$ cat config.mk
export PLATFORM = sky130hd
export DESIGN_NAME = key_priority_display
export DESIGN_NICKNAME = d
export VERILOG_FILES = /design/src/rtl/key_priority_display.sv
export SDC_FILE = /design/constraint.sdc
export NUM_CORES = 1
export LEC_CHECK = 0
export CAP_MARGIN = 20
export CORE_MARGIN = 4
export CORE_UTILIZATION = 35
export DETAILED_ROUTE_END_ITERATION = 16
export GPL_TIMING_DRIVEN = 1
export RECOVER_POWER = 50
export SKIP_LAST_GASP = 1
export SYNTH_ARGS = -nofsm -noshare
export SYNTH_HDL_FRONTEND = slang
export SYNTH_SLANG_ARGS = --single-unit
$ cat constraint.sdc
create_clock -name CLK -period 2.9 [get_ports CLK]
set_clock_uncertainty 0.05 [all_clocks]
set_input_delay 0.58 -clock CLK [delete_from_list [all_inputs] [get_ports CLK]]
set_output_delay 0.58 -clock CLK [all_outputs]
set_load 0.1 [all_outputs]
$ cat src/rtl/key_priority_display.sv
// key_priority_display: debounced active-low key pad, highest-index priority
// encoder with a registered code and new-key strobe, and a two-digit decimal
// 7-segment display multiplexer for the current code.
//
// Output handshake: KeyStb is a one-cycle valid qualifier for KeyCode. There
// is no ready/backpressure; a consumer must capture KeyCode in the cycle
// KeyStb is high. KeyCode stays stable while GS is high and the same key wins.
module key_priority_display #(
    parameter int N_CH        = 16,
    parameter int DEB_DIV     = 50000,
    parameter int REFRESH_DIV = 25000,
    parameter bit LATCH       = 1'b1,
    localparam int CW         = $clog2(N_CH)
) (
    input  logic            CLK,
    input  logic            RST,
    input  logic            EI,
    input  logic [N_CH-1:0] DataIn,
    output logic [CW-1:0]   KeyCode,
    output logic            GS,
    output logic            KeyStb,
    output logic [7:0]      Seg,
    output logic [1:0]      Dig
);

    localparam int DBW = $clog2(DEB_DIV);
    localparam int RW  = $clog2(REFRESH_DIV);

    // Synchroniser and debounce state (all-ones = every key released)
    logic [N_CH-1:0] sync1, sync2;
    logic [N_CH-1:0] smp_a, smp_b;
    logic [N_CH-1:0] deb_vec;
    logic [N_CH-1:0] agree;
    logic [DBW-1:0]  deb_cnt;
    logic            deb_tick;

    // Encoder result
    logic [CW-1:0]   enc_code;
    logic            enc_any;

    // Output next-state
    logic            gs_nxt;
    logic            stb_nxt;
    logic [CW-1:0]   code_nxt;
    logic            disp_on;
    logic            disp_nxt;

    // Display
    logic [RW-1:0]   ref_cnt;
    logic            ref_tick;
    logic [1:0]      dig_nxt;
    logic [6:0]      code_ext;
    logic [3:0]      tens;
    logic [3:0]      ones;
    logic [7:0]      seg_nxt;

    // Segment pattern for one decimal digit, a..g on bits 0..6, dp off
    function automatic logic [7:0] seg_pat(input logic [3:0] d);
        logic [7:0] p;
        case (d)
            4'd0:    p = 8'h3F;
            4'd1:    p = 8'h06;
            4'd2:    p = 8'h5B;
            4'd3:    p = 8'h4F;
            4'd4:    p = 8'h66;
            4'd5:    p = 8'h6D;
            4'd6:    p = 8'h7D;
            4'd7:    p = 8'h07;
            4'd8:    p = 8'h7F;
            4'd9:    p = 8'h6F;
            default: p = 8'h00;
        endcase
        return p;
    endfunction

    assign deb_tick = (deb_cnt == DBW'(DEB_DIV - 1));
    // A channel may change only when the new sample matches both stored samples
    assign agree    = ~(sync2 ^ smp_a) & ~(sync2 ^ smp_b);

    // Synchronise key lines, run the sample timer and debounce per channel
    always_ff @(posedge CLK) begin
        if (RST) begin
            sync1   <= '1;
            sync2   <= '1;
            smp_a   <= '1;
            smp_b   <= '1;
            deb_vec <= '1;
            deb_cnt <= '0;
        end else begin
            sync1   <= DataIn;
            sync2   <= sync1;
            deb_cnt <= deb_tick ? '0 : deb_cnt + 1'b1;
            if (deb_tick) begin
                smp_a   <= sync2;
                smp_b   <= smp_a;
                deb_vec <= (deb_vec & ~agree) | (sync2 & agree);
            end
        end
    end

    // Priority encode: the highest pressed (low) index is the last one found
    always_comb begin
        enc_code = '0;
        enc_any  = 1'b0;
        for (int i = 0; i < N_CH; i++) begin
            if (!deb_vec[i]) begin
                enc_code = CW'(i);
                enc_any  = 1'b1;
            end
        end
    end

    // Decide next code, group-select, strobe and display enable
    always_comb begin
        gs_nxt   = 1'b0;
        stb_nxt  = 1'b0;
        code_nxt = KeyCode;
        disp_nxt = disp_on;
        if (EI) begin
            code_nxt = '0;
            disp_nxt = 1'b0;
        end else if (enc_any) begin
            gs_nxt   = 1'b1;
            code_nxt = enc_code;
            disp_nxt = 1'b1;
            stb_nxt  = !GS || (enc_code != KeyCode);
        end else if (!LATCH) begin
            code_nxt = '0;
            disp_nxt = 1'b0;
        end
    end

    assign ref_tick = (ref_cnt == RW'(REFRESH_DIV - 1));
    assign dig_nxt  = ref_tick ? {Dig[0], Dig[1]} : Dig;
    assign code_ext = 7'(code_nxt);
    assign tens     = 4'(code_ext / 7'd10);
    assign ones     = 4'(code_ext % 7'd10);

    // Pick the segment pattern for the digit that will be selected next cycle
    always_comb begin
        seg_nxt = 8'h00;
        if (disp_nxt) begin
            if (dig_nxt[0]) begin
                seg_nxt = seg_pat(ones);
            end else if (tens != 4'd0) begin
                seg_nxt = seg_pat(tens);
            end
        end
    end

    // Register encoder outputs, display enable and the multiplexed display
    always_ff @(posedge CLK) begin
        if (RST) begin
            KeyCode <= '0;
            GS      <= 1'b0;
            KeyStb  <= 1'b0;
            disp_on <= 1'b0;
            ref_cnt <= '0;
            Dig     <= 2'b01;
            Seg     <= 8'h00;
        end else begin
            KeyCode <= code_nxt;
            GS      <= gs_nxt;
            KeyStb  <= stb_nxt;
            disp_on <= disp_nxt;
            ref_cnt <= ref_tick ? '0 : ref_cnt + 1'b1;
            Dig     <= dig_nxt;
            Seg     <= seg_nxt;
        end
    end

endmodule

-- Yosys cells after proc, flatten, opt, wreduce, memory -nomap -nowiden
Memory sizes are Yosys's and may differ from the RTL's.
Cells that the tools add are included.
- bits in read-only memories: 224
- output and inout port bits: 16
- flip-flop bits (word level): 128
- memories: 2
- memory list (name ; depth ; width ; rd ports ; clocked after Yosys merged registers in ; write ports ; RTL line ; RTL):
    (no name shown) ; 16 ; 7 ; 1 ; 0 ; 0 ; 60 ; case (d)
    (no name shown) ; 16 ; 7 ; 1 ; 0 ; 0 ; 60 ;
- div/mod/pow operators: 2
- multiplexer cells: 39
- eq/ne operators: 3
- reduce and logical (&&, ||, !) cells: 8
- bitwise operators: 11
- $add $sub $neg: 2
- operator list (operator ; count):
    4-bit 2-to-1 mux ; 16
    16-bit bitwise AND ; 3
    16-bit NOT ; 3
    16-bit bitwise XOR ; 2
    1-bit 2-to-1 mux ; 21
    16-bit by 1-bit adder with 16-bit output, second input constant ; 1
    16-bit == test, second input constant ; 1
    8-bit 2-to-1 mux ; 2
    16-bit OR ; 1
    15-bit by 1-bit adder with 15-bit output, second input constant ; 1
    15-bit == test, second input constant ; 1
    2-bit OR reduction ; 4
    4-bit by 4-bit divider with 7-bit output, second input constant ; 1
    4-bit by 4-bit remainder unit with 7-bit output, second input constant ; 1
    4-bit != test ; 1
    4-bit nonzero test ; 1
    3-bit OR reduction ; 1
    1-bit NOT ; 2
    1-bit zero test ; 1
    1-bit logical OR ; 1

-- Longest topological paths before layout
- word-level depth: 22
- mapped depth: 16
- mapped depth without buffers: 13

-- Worst setup path after synthesis
Ideal clock, no wire load.
- kind: register to register
- start point: reg KeyCode[2]
- end point: reg Seg[0]
- setup slack: -360 ps
- arrival: 3140 ps
- setup time: 70 ps
- required time: 2780 ps
- cell stages (with the launch flop): 15
- path through: dfxtp_1 > inv_1 > o21bai_1 > a22o_1 > inv_1 > ha_1 > inv_1 > ha_1 > clkbuf_1 > nand2_1 > o21ai_0 > inv_1 > ha_1 > mux2_1 > a21oi_1
- word-level cells in the longest chain between the ends: 6
- ends and longest elaborated chain (what ; RTL line ; RTL):
    from (decl) ; 19 ; output logic [CW-1:0] KeyCode,
    from (signal assigned) ; 162 ; KeyCode <= code_nxt;
    4-bit 2-to-1 mux (*) ; 122 ; end else if (enc_any) begin
    4-bit 2-to-1 mux (*) ; 119 ; if (EI) begin
    4-bit by 4-bit divider with 7-bit output ; 136 ; assign tens = 4'(code_ext / 7'd10);
    memory read 16 x 7 bit / 4-bit nonzero test (equally long branches) ; n/a ;
    8-bit 2-to-1 mux ; 145 ; end else if (tens != 4'd0) begin
    8-bit 2-to-1 mux (*) ; 143 ; if (dig_nxt[0]) begin
    to (signal assigned) ; 168 ; Seg <= seg_nxt;
    to (decl) ; 22 ; output logic [7:0] Seg,
Mark *: on every way between the ends. The rest lies on a longest branch, timed or not.
A chain may end at the register's enable or synchronous reset.

==> flow_metrics.env <==
export IMPL_cts_max_level=4
export IMPL_setup_tns_ns=0
export IMPL_hold_violations=0
export IMPL_cp_required_ns=3.18
export IMPL_clkLatencyLatePin_ns=0.41
export IMPL_netlist_top_cells_area="dfxtp_1, nand2_1, nand3b_1"
export IMPL_track_usage=0.131
export IMPL_maxCapViolations=0
export IMPL_rr_worst_depth=13
export IMPL_dp_cells=793
export IMPL_crit_type="reg -> reg"
export IMPL_yosys_area_top_type="dfxtp_1"
export IMPL_leakage_nw=2.71
export IMPL_gp_congestion=0.781
export IMPL_cp_endpoint="Seg[0]"
export IMPL_slew_violations=0
export IMPL_hp_class="reg -> reg"
export IMPL_cts_root_buf="clkbuf_16"
export IMPL_ir_worst_vdd_v=0.000406
export IMPL_cts_inserted_buffers=17
export IMPL_relSlewSlack=0.215
export IMPL_final_cells=827
export IMPL_wl_per_cell_um=12.4
export IMPL_ys_warn_count=0
export IMPL_ant_nets=0
export IMPL_nets=658
export IMPL_cts_sinks=127
export IMPL_yosysSeqAreaShare=0.487
export IMPL_worstSetupStartpointType="flop"
export IMPL_grt_pass1_vias=3904
export IMPL_worstMarginPinSlew_ns=1.18
export IMPL_drtIter0Drc=256
export IMPL_grt_start_max_net_pins=83
export IMPL_syn_area_per_cell_um2=9.09
export IMPL_cts_tree="built"
export IMPL_clkTransAtPathRegs_ns=0.05
export IMPL_io_pins=35
export IMPL_yosys_register_bits=127
export IMPL_end_kind="flop"
export IMPL_drc=0
export IMPL_rrSetupSlack_ns=0.25
export IMPL_avgViaCountPerCell=4.91
export IMPL_vias=4057
export IMPL_finalCritPeriodShare=0.914
export IMPL_diodes=0
export IMPL_first_pass_iters=7
export IMPL_drive_gt1_frac=0.170
export IMPL_synth_fp_nets=603
export IMPL_cp_arrival_ns=2.93
export IMPL_synth_top_area_frac=0.487
export IMPL_fill_cells=1400
export IMPL_power_mw=4.27
export IMPL_synthArstFlopShare=0
export IMPL_initial_core_util=0.358
export IMPL_period_needed_ns=2.65
export IMPL_dieArea_mm2=0.0169
export IMPL_pwr_density_cell_mw_per_mm2=658
export IMPL_dominantRegCellSynth="dfxtp_1"
export IMPL_antenna_found_initial=0
export IMPL_grt_pass1_wl_um=17800
export IMPL_fmax_ghz=0.377
export IMPL_gr_total_overflow=0
export IMPL_die_w_um=130
export IMPL_syn_inst=575
export IMPL_post_dp_hpwl_um=6810
export IMPL_die_h_um=130
export IMPL_setup_violations=0
export IMPL_outcome="complete, no violations"
export IMPL_io_buffers=33
export IMPL_syn_area_mm2=0.00523
export IMPL_fp_row_count=44
export IMPL_syn2layout_area_growth_pct=24.1
export IMPL_core_area_mm2=0.0146
export IMPL_synth_edff_count=0
export IMPL_cp_max_fo=9
export IMPL_timing_rr_end="Seg[0]"
export IMPL_routed_wl_um=10300
export IMPL_ys_types=54
export IMPL_clockBufferDepth=2
export IMPL_postCtsHoldBufs=0
export IMPL_rsz0062_at_grt="no"
per-stage QoR:
| step | instance area (um^2) | worst slack, ns | utilization | hold WS (ns) |
|---|---|---|---|---|
| 6_report | 6490 | 0.250 | 0.445 | 0.355 |
| 5_1_grt | 6490 | 0.0580 | 0.445 | 0.370 |
| 4_1_cts | 6520 | 0.0812 | 0.447 | 0.356 |
| 3_5_place_dp | 5840 | -0.218 | 0.400 | 0.342 |
| 3_3_place_gp | 5840 | -0.132 | 0.400 | 0.341 |
| 2_1_floorplan | 5230 | 0.0601 | - | 0.339 |
critical path, cell delays in order (launching register included):
cell	delay, ns
dfxtp_1	0.41
nand4_1	0.10
clkbuf_1	0.19
nor2_1	0.16
nand4_1	0.12
a21o_1	0.23
inv_1	0.10
ha_2	0.27
nand2_1	0.09
o21ai_2	0.09
inv_1	0.10
ha_1	0.20
mux2_1	0.30
a21oi_1	0.15
area by class of cell:
type	count	area, um^2	share of cell area
flip-flops and latches	127	2550	0.393
multi-input cells	405	2540	0.391
clock buffers	23	499	0.0770
repair buffers	62	432	0.0666
well taps	184	230	0.0355
clock inverters	9	176	0.0272
inverters	17	63.8	0.00984
how the worst min path moves through the flow:
stage          startpoint        end  slack, ns  cells after the start
6_report         sync1[2]   sync2[2]       0.36                      1
3_5_place_dp     sync1[5]   sync2[5]       0.34                      1
4_1_cts          sync1[5]   sync2[5]       0.36                      1
5_1_grt         sync1[15]  sync2[15]       0.37                      1
3_3_place_gp     sync1[5]   sync2[5]       0.34                      1
2_1_floorplan    sync1[0]   sync2[0]       0.34                      1
cell usage in the layout, fill, tap and decap left out, drive strengths merged, types with 8 or more instances in the layout:
cell,n
dfxtp,127
nand2,87
nor2,45
clkbuf,44
nand3b,33
or2,32
a21oi,26
buf,24
or3,20
a31oi,18
o21bai,18
inv,17
clkdlybuf4s50,17
nand3,15
xor2,14
o21ai,13
xnor2,12
ha,9
and3,8
nand4,8
cell families after synthesis:
logic type / share of synthesized area
other: 0.000718
and+or+nand+nor: 0.276
buffers and inverters: 0.0333
muxes: 0.0146
adders and majority gates: 0.0216
AOI/OAI and AO/OA: 0.124
xor gates and xnor gates: 0.0436
DFF: 0.487
routing by layer:
metal,GRT usage,up-vias,wire (um),share of wire
li1,-,2086,-,-
met1,0.161,1886,4930,0.48
met2,0.208,69,4730,0.46
met3,0.0405,16,375,0.037
met4,0.0654,0,227,0.022
met5,0,-,0,0
timing repair:
action                     CTS  global route
buffers inserted             0             2
setup endpoints to repair    0             7
gates resized for setup      0             7
synth_stat cells (3+ instances only):
master	instances
mux2i_1	5
dfxtp_1	127
clkbuf_1	23
nand3b_1	33
nand4_1	5
nor2_1	44
nand2_1	87
a21oi_1	25
o21ai_0	6
nor3_1	5
and3_1	8
o21ai_2	3
xnor2_1	12
nor4_1	3
o21ai_1	4
nand3_1	15
ha_1	9
xor2_1	14
or2_2	32
nand2b_1	7
a31oi_1	18
inv_1	17
or3_1	20
o21bai_1	18
power breakdown:
part	internal, mW	switching (mW)	total, mW
Clock	1.64	0.747	2.39
Combinational	0.0527	0.0406	0.0933
Sequential	1.77	0.0128	1.79
Total	3.47	0.800	4.27
No activity file was read; power rests on OpenSTA's default activity.
